`config.mk`:
```
export PLATFORM = sky130hd
export DESIGN_NAME = hazard_stall_ctrl
export DESIGN_NICKNAME = d
export VERILOG_FILES = /design/src/rtl/hazard_stall_ctrl.sv
export SDC_FILE = /design/constraint.sdc
export NUM_CORES = 1
export LEC_CHECK = 0
export ABC_AREA = 1
export BUFFER_PORTS_ARGS = -buffer_cell sky130_fd_sc_hd__buf_2
export CAP_MARGIN = 20
export CORE_AREA = 2 2 70 52
export CTS_CLUSTER_DIAMETER = 40
export CTS_CLUSTER_SIZE = 10
export DETAILED_ROUTE_END_ITERATION = 7
export DIE_AREA = 0 0 72 54
export GPL_TIMING_DRIVEN = 1
export HOLD_SLACK_MARGIN = 0.05
export PLACE_DENSITY = 0.79
export SLEW_MARGIN = 20
export SYNTH_ARGS = -nofsm -noshare
export SYNTH_HDL_FRONTEND = slang
export SYNTH_SLANG_ARGS = --single-unit
```
`constraint.sdc`:
```
create_clock -name clk -period 2.3 [get_ports clk]
set_clock_uncertainty 0.2 [all_clocks]
set_input_delay 0.23 -clock clk [delete_from_list [all_inputs] [get_ports clk]]
set_output_delay 0.23 -clock clk [all_outputs]
set_load 0.03 [all_outputs]
```
`src/rtl/hazard_stall_ctrl.sv`:
```
// Stall/flush controller beside ID: load-use detection from a shadow scoreboard,
// fetch hold and IF/ID squash while a branch/jump drains, saturating stall counter.
module hazard_stall_ctrl #(
  parameter int unsigned CTRL_DRAIN = 3,
  parameter int unsigned CNT_W      = 16
) (
  input  logic             clk,
  input  logic             rst,
  input  logic             valid_ID,
  input  logic [2:0]       r1Num_ID,
  input  logic [2:0]       r2Num_ID,
  input  logic             useR1_ID,
  input  logic             useR2_ID,
  input  logic [2:0]       regWriteNum_ID,
  input  logic             regWriteEnable_ID,
  input  logic             memRead_ID,
  input  logic             ctrl_ID,
  input  logic             memStall,
  output logic             pcStall,
  output logic             ifidStall,
  output logic             ifidFlush,
  output logic             idexBubble,
  output logic             pipeFreeze,
  output logic             ctrlBusy,
  output logic [CNT_W-1:0] stallCount
);

  localparam int unsigned DRAIN_W = (CTRL_DRAIN < 2) ? 1 : $clog2(CTRL_DRAIN + 1);

  typedef struct packed {
    logic       v;
    logic [2:0] dst;
    logic       wen;
    logic       ld;
  } slot_t;

  typedef enum logic {IDLE, CTRL} state_t;

  state_t             state_q, state_d;
  logic [DRAIN_W-1:0] cnt_q, cnt_d;
  logic [CNT_W-1:0]   stall_cnt_q;
  slot_t              ex_q, mem_q, wb_q, ex_d;
  logic               lu_haz;
  logic               go_ctrl;
  logic               unused_wb;

  // WB is kept for scoreboard completeness; nothing downstream consumes it yet.
  assign unused_wb = ^wb_q;

  always_comb begin
    lu_haz = valid_ID & ex_q.v & ex_q.wen & ex_q.ld &
             ((useR1_ID & (r1Num_ID == ex_q.dst)) |
              (useR2_ID & (r2Num_ID == ex_q.dst)));
  end

  // Next-state, drain counter and Mealy control outputs.
  always_comb begin
    state_d    = state_q;
    cnt_d      = cnt_q;
    go_ctrl    = 1'b0;
    pcStall    = 1'b0;
    ifidStall  = 1'b0;
    ifidFlush  = 1'b0;
    idexBubble = 1'b0;
    case (state_q)
      IDLE: begin
        if (!memStall && valid_ID && ctrl_ID && !lu_haz) begin
          go_ctrl = 1'b1;
          state_d = CTRL;
          cnt_d   = DRAIN_W'(CTRL_DRAIN);
        end
      end
      CTRL: begin
        if (!memStall) begin
          cnt_d = cnt_q - DRAIN_W'(1);
          if (cnt_q == DRAIN_W'(1)) begin
            state_d = IDLE;
          end
        end
      end
      default: state_d = IDLE;
    endcase
    if (!rst && !memStall) begin
      if (lu_haz) begin
        pcStall    = 1'b1;
        ifidStall  = 1'b1;
        idexBubble = 1'b1;
      end else if (state_q == CTRL || go_ctrl) begin
        pcStall   = 1'b1;
        ifidFlush = 1'b1;
      end
    end
  end

  // ID enters EX only when it is real, not held by a load-use, and not squashed.
  always_comb begin
    ex_d = '0;
    if (valid_ID && !lu_haz && state_q == IDLE) begin
      ex_d.v   = 1'b1;
      ex_d.dst = regWriteNum_ID;
      ex_d.wen = regWriteEnable_ID;
      ex_d.ld  = memRead_ID;
    end
  end

  always_ff @(posedge clk) begin
    if (rst) begin
      state_q     <= IDLE;
      cnt_q       <= '0;
      stall_cnt_q <= '0;
      ex_q        <= '0;
      mem_q       <= '0;
      wb_q        <= '0;
    end else if (!memStall) begin
      state_q <= state_d;
      cnt_q   <= cnt_d;
      wb_q    <= mem_q;
      mem_q   <= ex_q;
      ex_q    <= ex_d;
      if (pcStall && stall_cnt_q != {CNT_W{1'b1}}) begin
        stall_cnt_q <= stall_cnt_q + CNT_W'(1);
      end
    end
  end

  assign pipeFreeze = memStall;
  assign ctrlBusy   = !rst && (state_q == CTRL);
  assign stallCount = rst ? '0 : stall_cnt_q;

endmodule
```
==> flow_metrics.tcl, run 1 <==
set metrics [dict create \
    grt_max_degree 39 \
    cts_num_sinks 25 \
    worst_slew_pin_slew_ns 0.530 \
    final_common_cell "nand2_1" \
    final_cells 348 \
    clkTransAtPathRegs_ns 0.09 \
    synth_top_area_share 0.307 \
    crit_start "ex_q[3]$_SDFFE_PP0N_" \
    status "completed" \
    firstDrtPassIters 5 \
    htree_levels 1 \
    drc 0 \
    setup_tns_ns 0 \
    synth_area_sq_um 1630 \
    fin_crit_ns 2.10 \
    avgSynthCellArea_sq_um 6.12 \
    powerDensity_nw_per_um2 420 \
    dp.cells 339 \
    yosysSeqAreaShare 0.307 \
    drt-initial-drc-count 115 \
    antenna_found_initial 0 \
    end_kind "output port" \
    yosys_warnings 0 \
    drv_slew 0 \
    timing.final.crit_share 0.911 \
    max-slew-margin-rel 0.645 \
    grt_first_pass_wirelength_microns 6490 \
    synth_fp_nets 286 \
    start_util 0.492 \
    rrSetupSlack_ns 0.26 \
    drive_above_1_share 0.188 \
    insertedDiodeCount 0 \
    ios 40 \
    r2r_start "stall_cnt_q[0]$_SDFFE_PP0P_" \
    timing_worst_setup_path_type "register to output port" \
    port_buffers 39 \
    power_leakage_uw 0.000963 \
    seq_area_sq_um 502 \
    multi_input_area_sq_um 940 \
    min_from "memStall" \
    cts_setup_buffers 0 \
    syn_to_final_growth_pct 20.5 \
    wl_microns 3730 \
    required_ns 1.87 \
    syn_inst 266 \
    grt_pass1_vias 1536 \
    cp.arrival_ns 1.67 \
    track_usage 0.214 \
    viasPerCell 5.01 \
    die_w_microns 72 \
    timing.fmax_ghz 0.477 \
    synth_largest_area_cell "dfxtp_1" \
    nets 329 \
    hold_class "primary input to register" \
    die_h_microns 54 \
    finalSetupViolCount 0 \
    vias 1743 \
    synth.distinct_cells 22 \
    rows 18 \
    ant_nets 0 \
    core_area_sq_um 3310 \
    rsz0062_at_grt "false" \
    die-area_sq_um 3890 \
    critPathLaunchType "register" \
    cap_violations 0 \
    ys_ff_latch 25 \
    place.gp.congestion 0.854 \
    final_cell_mix "nand2_1 (69), nor2_1 (43), buf_2 (39), inv_1 (37), dfxtp_1 (24)" \
    wire_per_inst_microns 10.7 \
    synth.area.top_cells "dfxtp_1 (31%), nand2_1 (16%), nor2_1 (9.9%), inv_1 (8.5%), nand4_1 (6.9%)" \
    ir_drop_mv 0.341 \
    critical_path.max_fanout 5 \
    clk_latency_ns 0.27 \
    hpwl_microns 2700 \
    cts_tree "built" \
    overflow 0 \
    fillers 321 \
    cts_buffers 3 \
    cts-root-buf "clkbuf_8" \
    cts_buffer_depth 2 \
    hold_viol 0 \
]
-- report_power, final --
group	internal, uW	leakage [uW]	switching [uW]
logic	44.1	0.000737	69.9
clock network	124	0.0000228	137
registers	442	0.000203	6.48
-- worst max-delay path, stage by stage, from the launching register on --
cell and delay, ns:
dfxtp_1 0.39, inv_1 0.05, nand2_1 0.05, nand2_1 0.04, nor2_1 0.09, nand2_1 0.06, nand2_1 0.08, nand2_2 0.10
nand4_1 0.13, nand2_1 0.08, and3_1 0.14, buf_2 0.17
-- cell type report --
cell class                 instances  area share
multi-input combinational        192       0.479
inverter                          38      0.0733
timing repair buffer              49       0.144
clock buffer                       4      0.0229
tap                               40      0.0255
sequential                        25       0.256
-- synth_stat cells --
library cell  instances
nand3_1              16
dfxtp_1              25
nand3b_1              1
or2_2                 1
buf_4                 2
ha_1                  2
nor3_1                3
and3_1                2
xor2_1               10
buf_6                 1
a21oi_1              19
inv_1                37
nor2_2                2
nand2_2               3
clkbuf_1              5
nand4_1              18
nand3_4               1
nor2_1               43
buf_2                 3
clkinv_2              1
nand3_2               1
nand2_1              70
-- per-stage QoR --
stage                     total power [uW]  setup WS, ns  hold slack, ns   util  instance area [sq um]
after floorplan                        529        0.0844           0.174      -                   1630
after global placement                 560         0.283           0.257  0.559                   1850
after detailed placement               564         0.218           0.265  0.559                   1850
after CTS                              827        0.0782          0.0905  0.588                   1950
after global routing                   873        0.0125          0.0994  0.593                   1960
final                                  824         0.204          0.0866  0.593                   1960
-- metal layers --
metal  share of wire  track usage  vias to the layer above
met2            0.45        0.358                       44
met3           0.054       0.0506                        2
li1                -            -                      922
met5               0            0                        -
met1            0.49        0.278                      775
met4          0.0056       0.0629                        0
-- path summary, 6_finish.rpt --
check                                endpoint  cells after the start
hold reg to reg          ex_q[0]$_SDFFE_PP0N_                      2
setup / recovery                    ifidFlush                     11
hold / removal           ex_q[2]$_SDFFE_PP0N_                      3
setup reg to reg  stall_cnt_q[3]$_SDFFE_PP0P_                     11
-- logic make-up after synthesis --
group	Yosys count	share of synthesized area
adder cells (fa/ha/maj)	2	0.0154
XOR/XNOR	10	0.0538
flip-flops	25	0.307
AND/OR/NAND/NOR	161	0.440
buffers and inverters	49	0.125
AO/OA/AOI/OAI	19	0.0584
-- sequential cells by signal (all words and copies together) (netlist names) --
register     count
cnt_q            2
stall_cnt_q     16
ex_q             6
state_q          1
-- repair_timing --
item	in CTS	in global routing
setup endpoints to repair	0	10
hold buffers	5	0
resized for setup	0	4
hold endpoints to repair	5	0
Note: power is estimated with default switching activity, not from simulation.
==> inputs of run 2 (changes only) <==
CORE_AREA = 2 2 73 54   (was 2 2 70 52)
DIE_AREA = 0 0 75 56   (was 0 0 72 54)
PLACE_DENSITY = 0.76   (was 0.79)
clock period = 1.9 ns   (was 2.3 ns; I/O delays follow)
==> run 2 against run 1 <==
  * The run now ends with negative setup slack left
  * Non-clock buffer count is 20 higher
  * Worst setup slack worse by 0.27 ns
  * Sequential power is 21% higher
  * Clock-buffer cell count is the same
  * Die area grew 8.0%
  * Power is 25% higher
  * Register-to-register slack got worse by 0.25 ns
  * First-iteration DRC count increased by 86%
  * Clock power is 23% higher
  * Core utilization up 7.6 points
  * Cell area increased by 17%
  * Worst hold slack worse by 0.028 ns
==> flow_metrics.tcl, run 2 (synthesis results as in run 1) <==
set metrics [dict create \
    seqPwrFrac 0.525 \
    required_ns 1.51 \
    status "complete, but fails checks" \
    cp.arrival_ns 1.58 \
    grt_first_pass_wirelength_microns 7090 \
    setup_tns_ns -0.230 \
    violations "negative setup slack" \
    grt_max_degree 20 \
    fin_crit_ns 1.97 \
    seq_area_sq_um 514 \
    ir_drop_mv 0.374 \
    firstDrtPassIters 6 \
    end_kind "output port" \
    hpwl_microns 2900 \
    cts_buffer_depth 2 \
    power_leakage_uw 0.00111 \
    hold_viol 0 \
    min_from "memStall" \
    holdWs_ns 0.0586 \
    crit_end "pcStall" \
    p_int_uw 754 \
    overflow 0 \
    final_cell_mix "nand2_1 (62), nor2_1 (42), buf_2 (35), inv_1 (32), buf_4 (21)" \
    core_area_sq_um 3450 \
    drc 0 \
    place.gp.congestion 0.880 \
    cts_tree "built" \
    timing.final.crit_share 1.04 \
    clkTransAtPathRegs_ns 0.09 \
    r2r_start "stall_cnt_q[1]$_SDFFE_PP0P_" \
    nets 352 \
    critPathLaunchType "register" \
    power_switching_uw 279 \
    cts-root-buf "clkbuf_8" \
    grt_pass1_vias 1614 \
    worst_slew_pin_slew_ns 0.379 \
    drive_above_1_share 0.314 \
    timing.fmax_ghz 0.508 \
    htree_levels 1 \
    drt-initial-drc-count 214 \
    cap_violations 0 \
    final_common_cell "nand2_1" \
    track_usage 0.212 \
    pwr-share-clk 0.309 \
    multi_input_area_sq_um 1030 \
    viasPerCell 5.27 \
    rsz0062_at_grt "true" \
    setup_slack_ns -0.0683 \
    rr_endpoint "stall_cnt_q[9]$_SDFFE_PP0P_" \
    cts_buffers 3 \
    die_h_microns 56 \
    ios 40 \
    vias 2008 \
    switching_share 0.270 \
    rrSetupSlack_ns 0.01 \
    clk_latency_ns 0.27 \
    drv_slew 0 \
    die_w_microns 75 \
    reg2regPathDepth 11 \
    finalSetupViolCount 4 \
    largest_reg_flops 16 \
    wire_per_inst_microns 13.6 \
    timing_worst_setup_path_type "register to output port" \
    antenna_found_initial 0 \
    pwr-share-comb 0.165 \
    largestRegisters "stall_cnt_q: 16 flops, ex_q: 6 flops, cnt_q: 2 flops" \
    cts_num_sinks 25 \
    max-slew-margin-rel 0.746 \
    crit_start "ex_q[4]$_SDFFE_PP0N_" \
    fillers 279 \
    syn_to_final_growth_pct 41.5 \
    critical_path.max_fanout 6 \
    wl_microns 5180 \
    rows 18 \
    hold_class "primary input to register" \
    powerDensity_nw_per_um2 448 \
    regMostFlops "stall_cnt_q" \
    finalPower_uw 1030 \
    start_util 0.473 \
    insertedDiodeCount 0 \
    ant_nets 0 \
    die-area_sq_um 4200 \
    port_buffers 39 \
]
## run 2: cell count changes in the layout (fill, tap and decap cells not counted), sizes merged
cell / previous run / this run
nand2: 73 / 74
clkbuf: 4 / 5
buf: 44 / 63
nand3: 18 / 20
## run 2: stage by stage
stage,util,instance area [sq um],setup slack [ns],std cells
floorplan,-,1630,0.0325,266
global placement,0.570,1960,0.0909,360
detailed placement,0.570,1960,0.00527,360
CTS,0.616,2120,-0.0890,372
global route,0.669,2300,-0.182,381
finish,0.669,2300,-0.0683,381
## run 2: critical path, cell delays in order (launching register included)
cell	delay, ns
dfxtp_2	0.36
inv_2	0.04
nand2_1	0.05
nand2_1	0.05
nor2_1	0.09
nand2_1	0.06
nand2_2	0.10
nand2_4	0.07
buf_12	0.14
nand3_4	0.09
nand2_2	0.07
inv_2	0.06
buf_6	0.12
## run 2: how the worst min path moves through the flow
stage / end / cells after the start
2_1_floorplan: ex_q[0]$_SDFFE_PP0N_ / 2
6_report: ex_q[3]$_SDFFE_PP0N_ / 3
3_3_place_gp: ex_q[2]$_SDFFE_PP0N_ / 3
5_1_grt: ex_q[2]$_SDFFE_PP0N_ / 3
3_5_place_dp: ex_q[1]$_SDFFE_PP0N_ / 3
4_1_cts: ex_q[3]$_SDFFE_PP0N_ / 3
## run 2: per-layer routing
layer  track usage  share of wire
met1         0.294           0.41
met5             0              0
met3        0.0471          0.083
met4        0.0332          0.021
met2         0.338           0.49
## run 2: timing repair
item                                   in CTS  in global routing
resized for setup                          14                 29
buffers inserted                            3                  5
pin swaps                                   6                  8
endpoints found under the hold margin       5                  0
setup endpoints to repair                   5                 19
gates cloned                                0                  4
hold buffers                                5                  0
## run 2: area by class of cell
type	count	share of cell area
multi-input combinational	195	0.449
sequential	25	0.223
timing repair buffer	69	0.219
inverter	38	0.0624
tap	50	0.0271
clock buffer	4	0.0195
## run 2: power by group through the flow
stage | Combinational (uW) | Clock [uW] | Sequential, uW
CTS | 147 | 319 | 543
detailed placement | 133 | 0 | 555
global route | 188 | 349 | 544
global placement | 130 | 0 | 555
finish | 171 | 320 | 543
floorplan | 87.1 | 0 | 553
